$ cat config.mk
export PLATFORM = sky130hd
export DESIGN_NAME = xkrc_stream
export DESIGN_NICKNAME = d
export VERILOG_FILES = /design/src/rtl/xkrc_stream.sv
export SDC_FILE = /design/constraint.sdc
export NUM_CORES = 1
export LEC_CHECK = 0
export ABC_AREA = 1
export BUFFER_PORTS_ARGS = -buffer_cell sky130_fd_sc_hd__buf_2
export CORE_UTILIZATION = 35
export CTS_CLUSTER_DIAMETER = 120
export CTS_CLUSTER_SIZE = 8
export DETAILED_ROUTE_END_ITERATION = 16
export PLACE_DENSITY = 0.55
export SLEW_MARGIN = 25
export SYNTH_ARGS = -nofsm -noshare
export SYNTH_HDL_FRONTEND = slang
export SYNTH_SLANG_ARGS = --single-unit
export TNS_END_PERCENT = 10
$ cat constraint.sdc
create_clock -name clk -period 2.1 [get_ports clk]
set_input_delay 0.21 -clock clk [delete_from_list [all_inputs] [get_ports clk]]
set_output_delay 0.21 -clock clk [all_outputs]
set_load 0.02 [all_outputs]
$ cat src/rtl/xkrc_stream.sv
// xkrc_stream: per-round keyed word stream, y = X ^ K(round parity) ^ RC, NWORDS words per block.
// Latency: block accepted in WAITX -> first word valid next cycle; one ROTATE bubble per round.
// Backpressure: words hold while y_ready=0; x_ready/key_ready only in WAITX/IDLE. Macro XKRC_STREAM_RC_EN enables RC.
module xkrc_stream #(
    parameter int WORD_W  = 16,
    parameter int NWORDS  = 4,
    parameter int NROUNDS = 10,
    parameter int ROT     = 5
) (
    input  logic                       clk,
    input  logic                       rst_n,
    input  logic [2*WORD_W*NWORDS-1:0] key_in,
    input  logic                       key_valid,
    output logic                       key_ready,
    input  logic [WORD_W*NWORDS-1:0]   x_in,
    input  logic                       x_valid,
    output logic                       x_ready,
    output logic [WORD_W-1:0]          y_out,
    output logic                       y_valid,
    input  logic                       y_ready,
    output logic                       y_last,
    input  logic                       abort,
    output logic [3:0]                 round_idx,
    output logic                       busy
);
    localparam int BLK = WORD_W * NWORDS;

    localparam logic [1:0] S_IDLE   = 2'd0;
    localparam logic [1:0] S_WAITX  = 2'd1;
    localparam logic [1:0] S_STREAM = 2'd2;
    localparam logic [1:0] S_ROTATE = 2'd3;

    logic [1:0]     state_q, state_d;
    logic [BLK-1:0] k0_q, k0_d;
    logic [BLK-1:0] k1_q, k1_d;
    logic [BLK-1:0] x_q, x_d;
    logic [3:0]     w_q, w_d;
    logic [3:0]     rnd_q, rnd_d;

    logic [BLK-1:0]    ksel;
    logic [WORD_W-1:0] xw;
    logic [WORD_W-1:0] kw;
    logic [4:0]        rnd_inc;

    function automatic logic [BLK-1:0] rotl(input logic [BLK-1:0] v);
        if (ROT == 0) begin
            return v;
        end else begin
            return (v << ROT) | (v >> (BLK - ROT));
        end
    endfunction

    assign ksel    = rnd_q[0] ? k1_q : k0_q;
    assign rnd_inc = {1'b0, rnd_q} + 5'd1;

    // Next-state logic: abort wins over any handshake in any state.
    always_comb begin
        state_d = state_q;
        k0_d    = k0_q;
        k1_d    = k1_q;
        x_d     = x_q;
        w_d     = w_q;
        rnd_d   = rnd_q;
        if (abort) begin
            state_d = S_IDLE;
            w_d     = 4'd0;
            rnd_d   = 4'd0;
        end else begin
            case (state_q)
                S_IDLE: begin
                    if (key_valid) begin
                        k0_d    = key_in[2*BLK-1:BLK];
                        k1_d    = key_in[BLK-1:0];
                        rnd_d   = 4'd0;
                        state_d = S_WAITX;
                    end
                end
                S_WAITX: begin
                    if (x_valid) begin
                        x_d     = x_in;
                        w_d     = 4'd0;
                        state_d = S_STREAM;
                    end
                end
                S_STREAM: begin
                    if (y_ready) begin
                        if (w_q == 4'(NWORDS - 1)) begin
                            w_d     = 4'd0;
                            state_d = S_ROTATE;
                        end else begin
                            w_d = w_q + 4'd1;
                        end
                    end
                end
                S_ROTATE: begin
                    // Only the key that served this round is rotated.
                    if (rnd_q[0]) begin
                        k1_d = rotl(k1_q);
                    end else begin
                        k0_d = rotl(k0_q);
                    end
                    if (rnd_inc < 5'(NROUNDS)) begin
                        rnd_d   = rnd_inc[3:0];
                        state_d = S_WAITX;
                    end else begin
                        rnd_d   = 4'd0;
                        state_d = S_IDLE;
                    end
                end
                default: begin
                    state_d = S_IDLE;
                end
            endcase
        end
    end

    // State registers; reset wipes keys and any round in progress.
    always_ff @(posedge clk or negedge rst_n) begin
        if (!rst_n) begin
            state_q <= S_IDLE;
            k0_q    <= '0;
            k1_q    <= '0;
            x_q     <= '0;
            w_q     <= 4'd0;
            rnd_q   <= 4'd0;
        end else begin
            state_q <= state_d;
            k0_q    <= k0_d;
            k1_q    <= k1_d;
            x_q     <= x_d;
            w_q     <= w_d;
            rnd_q   <= rnd_d;
        end
    end

    // Word select: word 0 is the most-significant word of the block and key.
    always_comb begin
        xw = '0;
        kw = '0;
        for (int i = 0; i < NWORDS; i++) begin
            if (w_q == 4'(i)) begin
                xw = x_q[(NWORDS-1-i)*WORD_W +: WORD_W];
                kw = ksel[(NWORDS-1-i)*WORD_W +: WORD_W];
            end
        end
    end

`ifdef XKRC_STREAM_RC_EN
    logic [7:0] rc_byte;
    assign rc_byte = {rnd_q, w_q};
    assign y_out   = (state_q == S_STREAM) ? (xw ^ kw ^ WORD_W'(rc_byte)) : '0;
`else
    assign y_out   = (state_q == S_STREAM) ? (xw ^ kw) : '0;
`endif

    assign key_ready = (state_q == S_IDLE);
    assign x_ready   = (state_q == S_WAITX);
    assign y_valid   = (state_q == S_STREAM);
    assign y_last    = (state_q == S_STREAM) && (w_q == 4'(NWORDS - 1));
    assign busy      = (state_q != S_IDLE);
    assign round_idx = rnd_q;

endmodule

[Word-level counts from Yosys, hierarchy flattened]
Index checks and enable logic that the tools add are counted.
Word-level totals
  register bits: 202
  input port bits: 198
  output and inout bits: 25
  word-level logic and storage cells: 71
Operators by class
  $add $sub $neg: 2
  $lt $le $gt $ge: 1
  equality and inequality tests: 13
  multiplexer cells: 32
  bitwise gates (word level): 4
  reductions and logical operators: 13
Operators by type and width (count)
  64-bit 2-to-1 mux: 5
  64-bit case mux with 2 select lines: 2
  16-bit 2-to-1 mux: 9
  64-bit by 5-bit OR with 64-bit output: 2
  4-bit 2-to-1 mux: 7
  4-bit case mux with 2 select lines: 2
  16-bit XOR: 1
  4-bit AND reduction: 3
  2-bit 2-to-1 mux: 5
  4-bit by 2-bit == test with 1-bit output, second input constant: 2
  2-bit case mux with 4 select lines: 1
  2-bit != test, second input constant: 3
  3-bit by 1-bit != test with 1-bit output, second input constant: 2
  3-bit by 2-bit != test with 1-bit output, second input constant: 2
  3-bit AND reduction: 2
  3-bit nonzero test: 2
  4-bit by 1-bit adder with 5-bit output, second input constant: 1
  5-bit by 4-bit less-than comparator with 1-bit output, second input constant: 1
  4-bit by 1-bit adder with 4-bit output, second input constant: 1
  2-bit == test, second input constant: 2
  4-bit by 1-bit == test with 1-bit output, second input constant: 1
  4-bit zero test: 1
  2-bit nonzero test: 2
  2-bit by 1-bit == test with 1-bit output, second input constant: 1
  5 further kinds: 5

[Depth between registers and ports, before layout]
Gate-level depths: netlist (run 1).
  depth after elaboration: 7
  depth in mapped cells: 11
  depth with buffers taken out: 11

[Worst setup path before layout (run 1)]
Ideal clock, no wire load.
  path kind: register to output
  from: register rnd_q[0], in the netlist round_idx[0]
  to: output y_out[0]
  arrival time: 1.682 ns
  data required time: 1.890 ns
  slack: 0.208 ns
  stages on the path, launching flop included: 9
  path buffers: 3
  cell sequence: dfrtp_1 buf_4 buf_4 buf_2 o21ai_0 inv_1 nor2_1 o21ai_0 a21oi_1
On the way
  word-level cells in the longest chain between the ends: 7
RTL lines
  from (decl): line 38  | logic [3:0] rnd_q, rnd_d;
  from (signal assigned): line 132  | rnd_q <= rnd_d;
  64-bit 2-to-1 mux (*): line 53  | assign ksel = rnd_q[0] ? k1_q : k0_q;
  16-bit 2-to-1 mux (3 in series): line 141  | if (w_q == 4'(i)) begin
  16-bit 2-to-1 mux (*): line 141
  16-bit XOR (*): line 153  | assign y_out = (state_q == S_STREAM) ? (xw ^ kw) : '0;
  16-bit 2-to-1 mux (*): line 153
  to (decl): line 18  | output logic [WORD_W-1:0] y_out,
Mark *: on every way between the ends. The rest lies on a longest branch, timed or not.

[Worst setup path in the final report (run 1)]
  from: register rnd_q[0], in the netlist round_idx[0]
  to: output y_out[1]
The elaborated chain is that of the path after synthesis.

==> results, run 1 <==
- The flow ran to the end, but the final reports show violations.
- The final reports fail on setup timing.
- Across all setup checks in the final design, the least slack found is -0.3637 ns.
- The area growth from synthesis to layout is 45.84%.
- The count of clock tree sinks is between 200 and 250.
- The min-delay analysis places its worst path in the category in -> reg.
- For the final database, setup skew stands at 0.01570 ns.
- The total number of H-tree levels is 1.
- For the worst setup path, the data required time is 1.89 ns.
- The mean routed wirelength per cell is 19.07 um.
- Entering global routing, the biggest net connects 77 pins.
- The total via count after detailed routing is ~11000.
- Summing the sequential cell areas from Yosys gives 44.95% of the chip area.
- Including well taps, the total number of placed cells is 1974.
- The number of buffers on the longest clock path is 3.
- The cell at the root of the clock tree is clkbuf_16.
- The latest clock arrival within the worst-skew pair is approximately 0.56 ns.
- On the critical path, the stage with the largest delay is an instance of dfrtp_2.
- The final-report hold violation count is 0.
- The number of rows created at floorplan is 65.
- The number of global-route vias before repair came to ~11000.
- The starting utilization of the core area is 35.64%.
- The remaining routing DRC violations is 0.
- The number of inserted diodes is 0.
- In this run the horizontal extent of the chip is 181.3 um.
- The total power consumption of the routed design is roughly 20 mW.
- In the layout the commonest cells are nand2_1 (402), buf_2 (205), dfrtp_1 (201).
- The first global-routing pass estimated around 64000 um of wire.
- The die height is 181.3 um.
- Buffers inserted during clock tree synthesis total 29.
- For this run, the post-layout net count is 2013.
- After synthesis the cells add up to 11250 sq um.
- Fill cells in the final layout number 2957.
- Across all hold checks on the routed design, the worst slack comes to about 0.012 ns.
- The per-instance average area after synthesis is roughly 8 sq um.
- Subtracting the final worst setup slack from the clock period gives around 2.5 ns.
- The headroom to the max-slew limit is 63.18%.
- The utilization after layout is 51.97%.
- Together, buffers and inverters on the worst path number 3.
- The synthesized design devotes to its leading area cell type between 40% and 50% of total area.
- During placement, the flow inserted port buffers numbering around 220.
- After synthesis, the share of flip-flops with an asynchronous set or reset is 100.0%.
- In the finished design, the share of the clock period the worst path needs comes to 117.3%.
- The core outline area is around 32000 sq um.
- The nature of the critical path endpoint is an output pin.
- The maximum fanout along the worst path is 6.
- Cells with a size suffix above 1 make up between 20% and 30% of the layout.
- The number of warnings reported in the yosys synthesis log is 0.
- The CTS tree is yes.
- The number of pins with negative max-slew slack in the final report is 0.
- The maximum single-stage delay on the critical path is 0.52 ns.
- Setup repair after global routing could not meet its margin everywhere.
- The synthesized design spends more area on one cell type than any other, namely dfrtp_1.
- The DRC marker count from the first detailed-route iteration is ~740.
- Once detail routing completed, the nets flagged for antenna violations numbered 0.
- The arrival time of the worst setup path is between 2 and 2.5 ns.
- Leaving out fill and tap cells, the most frequent cell in the layout is nand2_1.
- The via-per-instance ratio is 5.099.
- Dividing total power by cell area gives a power density of ~1200 nW/um^2.
- Global routing used 25.44% of the available tracks.
- Counting every net in the synthesized netlist gives 1590.
- The initial antenna violation count is 0.
- The synthesized instance count is ~1400.
- The worst setup path is launched from a flop.
- The die covers 32850 sq um.
- The congestion estimate from routability-driven global placement came to 0.8816.
- In this run, distinct cell masters in the synthesized netlist total 32.
- Traced cell by cell, the critical path runs through inv_8 > clkbuf_16 > nand2_1 > nand2_1 > nand2_1 > nand3_1 > nand3_1 > o21ai_1 > a21oi_2 > buf_4.
- Pin placement for this block handled 223 I/O pins.
- The clock slew seen by the registers of the worst setup and hold paths is 0.06 ns.
- The most numerous cell type found on the critical path is nand2_1.
- The critical path is of the reg -> out type.
- Setup violations remaining at the end of the flow were counted as 17.
- The pre-antenna-repair detailed-routing pass consisted of 6 iterations.
- The total overflow left after global routing is 0.
- The final layout contains routed wiring with a total length of 42110 um.
- Ranked by total cell area, the synthesized netlist is headed by dfrtp_1 (45%), nand2_1 (14%), mux2_2 (5.9%), inv_1 (3.8%), o211ai_1 (3.7%).
- The synthesized design contains between 200 and 250 register bits.
- Based on the critical path, the design can be clocked at up to 0.4059 GHz.
- The pin slew with the least headroom to its limit is between 0.5 and 0.6 ns.
- The finished layout holds 2208 standard cells, fillers aside.
- IR analysis of the VDD net gives a maximum drop of roughly 0.0008 V.
- The tool flagged a number of max-cap violations equal to 0.
- The synthesized design contains 0 enable-type register cells.
- Summed over all cells, the static leakage comes to 7.493 nW.
- The placed wire-length estimate is 28930 um.
- The predominant post-synthesis flop cell is dfrtp_1.
- Broken down by cell family, the worst path's largest delay share belongs to flip-flops.
## where the power goes
part           switching [mW]  internal, mW
sequential               1.55          5.74
combinational            5.02          3.71
clock                    1.75          2.43
total                    8.32          11.9
## cell type report
type | count | area (sq um) | share of cell area [%]
clock buffers | 30 | 729.5 | 4.448
inverters | 119 | 459.2 | 2.800
well taps | 402 | 503.0 | 3.067
multi-input cells | 975 | 5625 | 34.30
clock inverters | 2 | 28.78 | 0.1755
flip-flops and latches | 202 | 5056 | 30.83
repair buffers | 478 | 3999 | 24.38
## kinds of logic (layout without fill, tap and decap cells)
kind of cell	after synthesis	count (layout)	synth area share (%)
buffers and inverters	205	629	8.233
adder cells (fa/ha/maj)	10	10	1.113
multiplexers	59	59	5.908
AND/OR/NAND/NOR	596	596	21.77
AO/OA/AOI/OAI	292	292	16.62
XOR/XNOR	18	18	1.402
flip-flops	202	202	44.95
## per-stage QoR
stage	setup TNS (ns)	instance area [sq um]	setup slack, ns
after floorplan	0	11250	0.2076
after global placement	0	13090	0.09262
after detailed placement	0	13090	0.09955
after CTS	-5.192	16190	-0.3476
after global routing	-6.755	16400	-0.4441
final	-5.260	16400	-0.3637
## sequential cells by signal, summed over array words and instances, names as in the netlist
register and flops:
k1_q 64, round_idx 4, k0_q 64, x_q 64
w_q 4, state_q 2
## worst paths after layout
check | from | to | slack [ns] | cells past startpoint
worst max-delay path | round_idx[0]$_DFFE_PN0P_ | y_out[1] | -0.36 | 10
worst min-delay path | abort | state_q[1]$_DFFE_PN0P_ | 0.01 | 4
worst min register to register | x_q[21]$_DFFE_PN0P_ | x_q[21]$_DFFE_PN0P_ | 0.52 | 1
worst max register to register | state_q[0]$_DFFE_PN0P_ | k1_q[48]$_DFFE_PN0P_ | 0.15 | 9
min in group asynchronous | rst_n | x_q[33]$_DFFE_PN0P_ | 0.15 | 2
max in group asynchronous | rst_n | k1_q[12]$_DFFE_PN0P_ | 1.08 | 3
## timing repair
item,in CTS,in global routing
gates cloned,4,3
setup buffers,3,0
hold buffers,192,0
pin swaps,20,17
endpoints found under the setup margin,17,39
endpoints found under the hold margin,231,0
gates resized for setup,102,41
## worst reg2reg max path, stage by stage, from the launching register on
cell	delay, ns
dfrtp_1	0.37
inv_1	0.13
ha_2	0.23
nand2_1	0.07
o21ai_2	0.07
nand2_2	0.14
nor2_4	0.37
buf_12	0.26
nor2_1	0.07
a31oi_1	0.15
## cells in the mapped netlist (all sizes together) (10+ instances only)
| master | number |
|---|---|
| inv | 119 |
| o211ai | 72 |
| buf | 57 |
| nor2 | 93 |
| nand3b | 28 |
| dfrtp | 202 |
| ha | 10 |
| nand2 | 409 |
| a21oi | 24 |
| clkbuf | 29 |
| a31oi | 56 |
| nand3 | 60 |
| xor2 | 16 |
| o21ai | 139 |
| mux2 | 59 |
## per-layer routing
metal	global-route usage, %	vias to the layer above	wire (um)	share of wire, %
met5	0	-	0	0
met4	8.441	0	1434	3.4
met3	3.225	83	2222	5.3
met2	41.95	409	19830	47
met1	34.45	5353	18630	44
li1	-	5414	-	-
(Power assumes the default switching activity.)
==> run 2, diff against run 1 <==
==> constraint.sdc (replaced) <==
create_clock -name clk -period 2.8 [get_ports clk]
set_input_delay 0.84 -clock clk [delete_from_list [all_inputs] [get_ports clk]]
set_output_delay 0.84 -clock clk [all_outputs]
set_load 0.02 [all_outputs]
==> results, run 2 (synthesis results as in run 1) <==
- The final-layout fill cell count came to 3160 (+6.9%).
- The post-layout net count came to 1812 (-10%).
- The number of rows created at floorplan came to 65 (unchanged).
- The total length of routed wires is 40480 um (-3.9%).
- The number of search-and-repair iterations in the first detailed-routing pass was 5 (-1).
- The nature of the critical path endpoint is an output pin.
- The number of buffers on the longest clock path is 3 (unchanged).
- The worst ir drop on vdd is 0.0005865 V (-26%).
- The type of the worst setup path is reg -> out.
- The count of port buffers added during placement is 222 (unchanged).
- The total grt overflow is 0 (unchanged).
- The number of pins with negative max-slew slack in the final report is 0 (unchanged).
- The largest net degree at the start of global routing is 124 (+61%).
- The CTS tree is yes.
- The cell at the root of the clock tree is clkbuf_16.
- The initial antenna violation count came to 2 (+2).
- The fraction of layout cells with a size suffix above 1 was 31.28% (+4.1 points).
- The pin slew with the least headroom to its limit is 0.8390 ns (+0.2867 ns).
- The number of global-route vias before repair is 10160 (-11%).
- The first-pass GRT wire length was 59790 um (-6.5%).
- The class of the tightest hold or removal check is in -> async.
- The library cell used most frequently in the layout, excluding fill and tap cells, is nand2_1.
- The max-cap check violation count is 0 (unchanged).
- The maximum fanout along the worst path is 5 (-1).
- The mean routed wirelength per cell is 20.16 um (+5.7%).
- The sequential cell area in the final layout is 5057 sq um (about the same).
- The via-per-instance ratio is 5.245 (+2.9%).
- The worst endpoint required time is 1.96 ns (+0.07 ns).
- The die height came to 181.3 um (unchanged).
- The TritonCTS buffer count is 29 (unchanged).
- The multi-input gate area in the final layout came to 5739 sq um (+2.0%).
- Setup repair after global routing could not meet its margin everywhere.
- The run finished, with violations left.
- The final reports fail on setup timing.
- The leakage power is 6.721 nW (-10%).
- The total number of H-tree levels is 1 (unchanged).
- The post-route worst setup slack came to -0.3266 ns (+0.03709 ns).
- The count of clock tree sinks is 202 (unchanged).
- The sort of element at the start of the critical path is a flop.
- The cell depth of the worst flop-to-flop path is 9 (unchanged).
- The arrival time of the worst setup path is 2.29 ns (+0.04 ns).
- From synthesis to final layout, the design area changed by 29.55%.
- After layout, the worst path uses 111.7% of the clock period.
- In the final layout, the registers with the most flip-flops are k0_q (64), k1_q (64), x_q (64).
- Subtracting the final worst setup slack from the clock period gives 3.127 ns.
- The area of all placed cells without fillers is 14570 sq um (-11%).
- The global-route total usage across every layer was 23.87% (-1.6 points).
- In the layout the commonest cells are nand2_1 (397), buf_2 (205), dfrtp_1 (200).
- The remaining routing DRC violations is 0 (unchanged).
- The weighted congestion reported at the end of routability-driven placement is 0.9270 (+5.1%).
- The utilization after layout is 46.17% (-5.8 points).
- The starting utilization of the core area is 35.64% (unchanged).
- The I/O pin total is 223 (unchanged).
- The count of placed standard cells in the final layout, fillers left out is 2008 (-9.1%).
- The headroom to the max-slew limit is 44.07% (-19 points).
- The total via count after detailed routing came to 10531 (-6.5%).
- The area enclosed by the die boundary is 32850 sq um (unchanged).
- The remaining number of nets flagged by the antenna check after routing is 0 (unchanged).
- The placed wire-length estimate is 28300 um (-2.2%).
- The count of endpoints failing setup in the final report is 17 (unchanged).
- The total placed instance area is 12850 sq um (-1.8%).
- The core outline area is 31560 sq um (unchanged).
- The maximum clock skew at final layout is 0.01086 ns (-0.004837 ns).
- The final-report hold violation count is 0 (unchanged).
- The total power divided by cell area is 1037 nW/um^2 (-16%).
- The achievable frequency is 0.3198 GHz.
- The DRC marker count from the first detailed-route iteration came to 835 (+12%).
- The clock slew seen by the registers of the worst setup and hold paths is 0.05 ns (about the same).
- The number of placed instances with taps included came to 1951 (-1.2%).
- The die span in x is 181.3 um (unchanged).
- The latest clock arrival within the worst-skew pair is 0.56 ns (about the same).
run 2: final timing paths:
path / from / endpoint / slack [ns]
max: round_idx[0]$_DFFE_PN0P_ / y_out[6] / -0.33
min: rst_n / k0_q[30]$_DFFE_PN0P_ / 0.25
max reg2reg: state_q[0]$_DFFE_PN0P_ / k0_q[5]$_DFFE_PN0P_ / 0.52
min reg2reg: x_q[58]$_DFFE_PN0P_ / x_q[58]$_DFFE_PN0P_ / 0.52
max in group asynchronous: rst_n / k0_q[8]$_DFFE_PN0P_ / 1.76
min in group clk: x_in[12] / x_q[12]$_DFFE_PN0P_ / 0.50
run 2: area by class of cell:
type	count	share of cell area [%]
inverters	119	3.135
clock inverters	2	0.1975
diodes	1	0.01718
flip-flops and latches	202	34.71
repair buffers	277	14.08
well taps	402	3.452
clock buffers	30	5.007
multi-input cells	975	39.39
run 2: layer usage:
layer  global-route usage (%)  share of wire (%)
met1                    33.16                 44
met2                    37.97                 46
met3                    4.092                6.5
met4                    6.949                3.0
met5                        0              0.032
run 2: repair_timing:
action                     in CTS  in global routing
setup endpoints to repair      17                 17
cloned                          3                  8
resized for setup              94                 84
setup buffers                   7                  6
pin swaps                      11                 28
hold buffers                    0                  0
run 2: through the flow:
| step | power, mW | setup TNS (ns) | worst slack (ns) | hold WS [ns] |
|---|---|---|---|---|
| final | 15.11 | -4.709 | -0.3266 | 0.2518 |
| after global routing | 16.11 | -5.961 | -0.3880 | 0.2697 |
| after CTS | 14.70 | -4.322 | -0.2961 | 0.2479 |
| after detailed placement | 11.02 | 0 | 0.1105 | 0.5121 |
| after global placement | 10.92 | 0 | 0.1597 | 0.5050 |
| after floorplan | 8.837 | 0 | 0.2776 | 0.4933 |
run 2: worst max-delay path, cell delays in order (launching register included):
cell       delay, ns
dfrtp_2         0.44
buf_6           0.18
clkbuf_16       0.16
nand2_1         0.06
nand3b_1        0.16
nand3_1         0.10
nand3_1         0.12
o21ai_1         0.11
a21oi_2         0.23
buf_6           0.15
run 2: where the power goes:
group,internal (mW),switching [mW]
combinational,2.67,3.87
clock,1.82,1.32
sequential,4.30,1.13
total,8.79,6.32
==> run 3, diff against run 2 <==
--- a/constraint.sdc
+++ b/constraint.sdc
@@ -3,2 +3,2 @@
 set_output_delay 0.84 -clock clk [all_outputs]
-set_load 0.02 [all_outputs]
+set_load 0.05 [all_outputs]
==> results, run 3 (synthesis results as in run 1) <==
- The die span in x is 181.3 um (unchanged).
- The number of buffers inserted for hold repair after clock tree synthesis came to 0 (unchanged).
- Among cell families on the critical path, the largest total delay comes from simple AND/OR/NAND/NOR gates.
- The achievable frequency is 0.3213 GHz (+0.46%).
- The remaining number of nets flagged by the antenna check after routing was 0 (unchanged).
- The power share of the combinational group is 42.3% (-0.9 points).
- The area enclosed by the die boundary was 32850 sq um (unchanged).
- The final-report hold violation count is 0 (unchanged).
- The worst endpoint required time was 1.96 ns (about the same).
- The global-route total usage across every layer is 24.68% (+0.82 points).
- The maximum fanout along the worst path is 22 (+17).
- The type of the worst setup path is reg -> out.
- The placed wire-length estimate is 30280 um (+7.0%).
- The cell sitting at the root of the clock tree is a clkbuf_16.
- The core outline area is 31560 sq um (unchanged).
- The post-route worst setup slack is -0.3122 ns (+0.01437 ns).
- The CTS tree is yes.
- The number of rows created at floorplan is 65 (unchanged).
- The total length of routed wires came to 40200 um (-0.67%).
- The weighted congestion reported at the end of routability-driven placement was 0.9283 (+0.14%).
- The worst register-to-register path begins at state_q[1]$_DFFE_PN0P_.
- The total number of H-tree levels is 1 (unchanged).
- The maximum clock skew at final layout was 0.01332 ns (+0.002459 ns).
- In the layout the commonest cells are nand2_1 (405), buf_2 (204), dfrtp_1 (201).
- The slowest stage of the critical path is the dfrtp_2 cell.
- The worst ir drop on vdd was 0.0004983 V (-15%).
- The via-per-instance ratio was 5.213 (-0.60%).
- The cell occurring most often along the worst timing path is nand3_1.
- The die height is 181.3 um (unchanged).
- The total placed instance area came to 13010 sq um (+1.3%).
- The headroom to the max-slew limit was 41.44% (-2.6 points).
- The buffers plus inverters on the worst setup path was 3 (unchanged).
- The mean routed wirelength per cell is 20.18 um (+0.13%).
- The switching share of total power is 42.40% (+0.57 points).
- The pin slew with the least headroom to its limit is 0.8784 ns (+0.03937 ns).
- The number of pins with negative max-slew slack in the final report is 0 (unchanged).
- The leading cell type in the layout, fill and taps excluded is nand2_1.
- The total via count after detailed routing is 10384 (-1.4%).
- The largest net degree at the start of global routing is 119 (-4.0%).
- The reported net switching power is 6.296 mW (-0.42%).
- The total grt overflow is 0 (unchanged).
- The TritonCTS buffer count was 29 (unchanged).
- The clock period minus worst slack is 3.112 ns (-0.01437 ns).
- The number of search-and-repair iterations in the first detailed-routing pass came to 5 (unchanged).
- The leakage power is 6.473 nW (-3.7%).
- The count of endpoints failing setup in the final report is 17 (unchanged).
- The fraction of layout cells with a size suffix above 1 is 28.43% (-2.8 points).
- The share of the cycle needed by the critical path after routing came to 111.2% (-0.51 points).
- The utilization after layout is 44.92% (-1.2 points).
- The I/O pin total is 223 (unchanged).
- The final-layout fill cell count was 3211 (+1.6%).
- The area growth from synthesis to layout is 26.06%.
- The start point of the critical path is round_idx[0]$_DFFE_PN0P_.
- The DRC marker count from the first detailed-route iteration is 669 (-20%).
- The nature of the critical path endpoint is an output pin.
- The internal power was 8.553 mW (-2.7%).
- The post-route worst hold slack was 0.2792 ns (+0.02739 ns).
- The latest clock arrival within the worst-skew pair is 0.55 ns (about the same).
- The total power divided by cell area is 1048 nW/um^2 (+0.97%).
- Walking the worst path, the cells encountered are inv_2 > buf_12 > nand2_1 > nand3b_1 > nand3_1 > nand3_1 > o21ai_1 > a21oi_2 > buf_6.
- The area of all placed cells without fillers is 14180 sq um (-2.7%).
- The first-pass GRT wire length is 61330 um (+2.6%).
- The count of port buffers added during placement is 222 (unchanged).
- The class of the tightest hold or removal check is in -> async.
- The sequential share of power was 36.7% (+0.7 points).
- The initial antenna violation count is 0 (-2).
- The sequential cell area in the final layout is 5056 sq um (about the same).
- The remaining routing DRC violations came to 0 (unchanged).
- The clock slew seen by the registers of the worst setup and hold paths came to 0.06 ns (about the same).
- The run finished, with violations left.
- The max-cap check violation count is 0 (unchanged).
- The number of global-route vias before repair was 10312 (+1.5%).
- The maximum single-stage delay on the critical path is 0.47 ns (+0.03 ns).
- Setup repair after global routing could not meet its margin everywhere.
- In the final layout, the registers with the most flip-flops are k0_q (64), k1_q (64), x_q (64).
- The sort of element at the start of the critical path is a flop.
- The count of clock tree sinks is 202 (unchanged).
- The clock power share came to 20.9% (about the same).
- The total power consumption of the routed design was 14.85 mW (-1.8%).
- The arrival time of the worst setup path is 2.27 ns (-0.02 ns).
- The starting utilization of the core area is 35.64% (unchanged).
- The post-layout net count is 1797 (-0.83%).
- The final reports fail on setup timing.
- The multi-input gate area in the final layout was 5613 sq um (-2.2%).
- The number of inserted diodes came to 0 (-1).
- The number of buffers on the longest clock path came to 3 (unchanged).
-- run 3: cell count changes in the layout (fill, tap and decap cells not counted), moves of 3 or more --
| cell | change |
|---|---|
| buf_6 | +6 |
| o21ai_2 | -17 |
| nand2_2 | -6 |
| xor2_1 | +4 |
| buf_4 | -12 |
| o21ai_4 | -3 |
| nand3_4 | +10 |
| o21ai_1 | +10 |
| o21ai_0 | +10 |
| clkbuf_16 | -8 |
| xor2_2 | -4 |
| nand2_1 | +8 |
| nand3_2 | -12 |
| ha_4 | -3 |
-- run 3: worst paths after layout --
check / endpoint / slack, ns / depth (start not counted)
max reg2reg: k0_q[58]$_DFFE_PN0P_ / 0.66 / 8
min: x_q[59]$_DFFE_PN0P_ / 0.28 / 1
max: y_out[3] / -0.31 / 9
max in group asynchronous: x_q[30]$_DFFE_PN0P_ / 1.84 / 2
min in group clk: x_q[56]$_DFFE_PN0P_ / 0.52 / 2
min reg2reg: k0_q[30]$_DFFE_PN0P_ / 0.53 / 2
-- run 3: metal layers --
layer  vias up  share of wire, %  global-route usage [%]
li1       4996                 -                       -
met1      4979                44                   33.11
met2       341                47                   40.57
met3        68               4.6                   2.479
met4         0               4.5                   10.44
met5         -                 0                       0
-- run 3: final cells by class --
cell class	instances	area share, %
clock buffer	30	5.146
clock inverter	2	0.2030
inverter	119	3.151
multi-input combinational	975	39.59
sequential	202	35.67
tap	402	3.548
timing repair buffer	262	12.69
-- run 3: what timing repair did --
item,CTS,global route
setup endpoints to repair,17,17
gates cloned,1,0
resized for setup,101,17
buffers inserted,2,0
pin swaps,14,4
-- run 3: per-stage QoR --
stage,setup slack [ns],TNS (ns),cells
finish,-0.3122,-4.252,1992
global route,-0.4143,-6.193,1992
CTS,-0.3207,-4.842,1992
detailed placement,0.02495,0,1957
global placement,0.007795,0,1957
floorplan,-0.08589,-0.8043,1382
-- run 3: worst reg2reg max path: cells and delay by family, from the launching register on --
family	cells	cell delay, ns
AOI/OAI and AO/OA	4	0.79
adders and majority gates	1	0.25
and+or+nand+nor	1	0.14
buffers and inverters	2	0.44
DFF	1	0.45
-- run 3: power by group through the flow --
| stage | Combinational (mW) | Sequential (mW) | Clock, mW |
|---|---|---|---|
| 2_1_floorplan | 4.19 | 4.94 | 0 |
| 3_3_place_gp | 5.76 | 5.46 | 0 |
| 3_5_place_dp | 5.83 | 5.47 | 0 |
| 4_1_cts | 6.26 | 5.44 | 3.17 |
| 5_1_grt | 6.96 | 5.60 | 3.28 |
| 6_report | 6.29 | 5.45 | 3.11 |
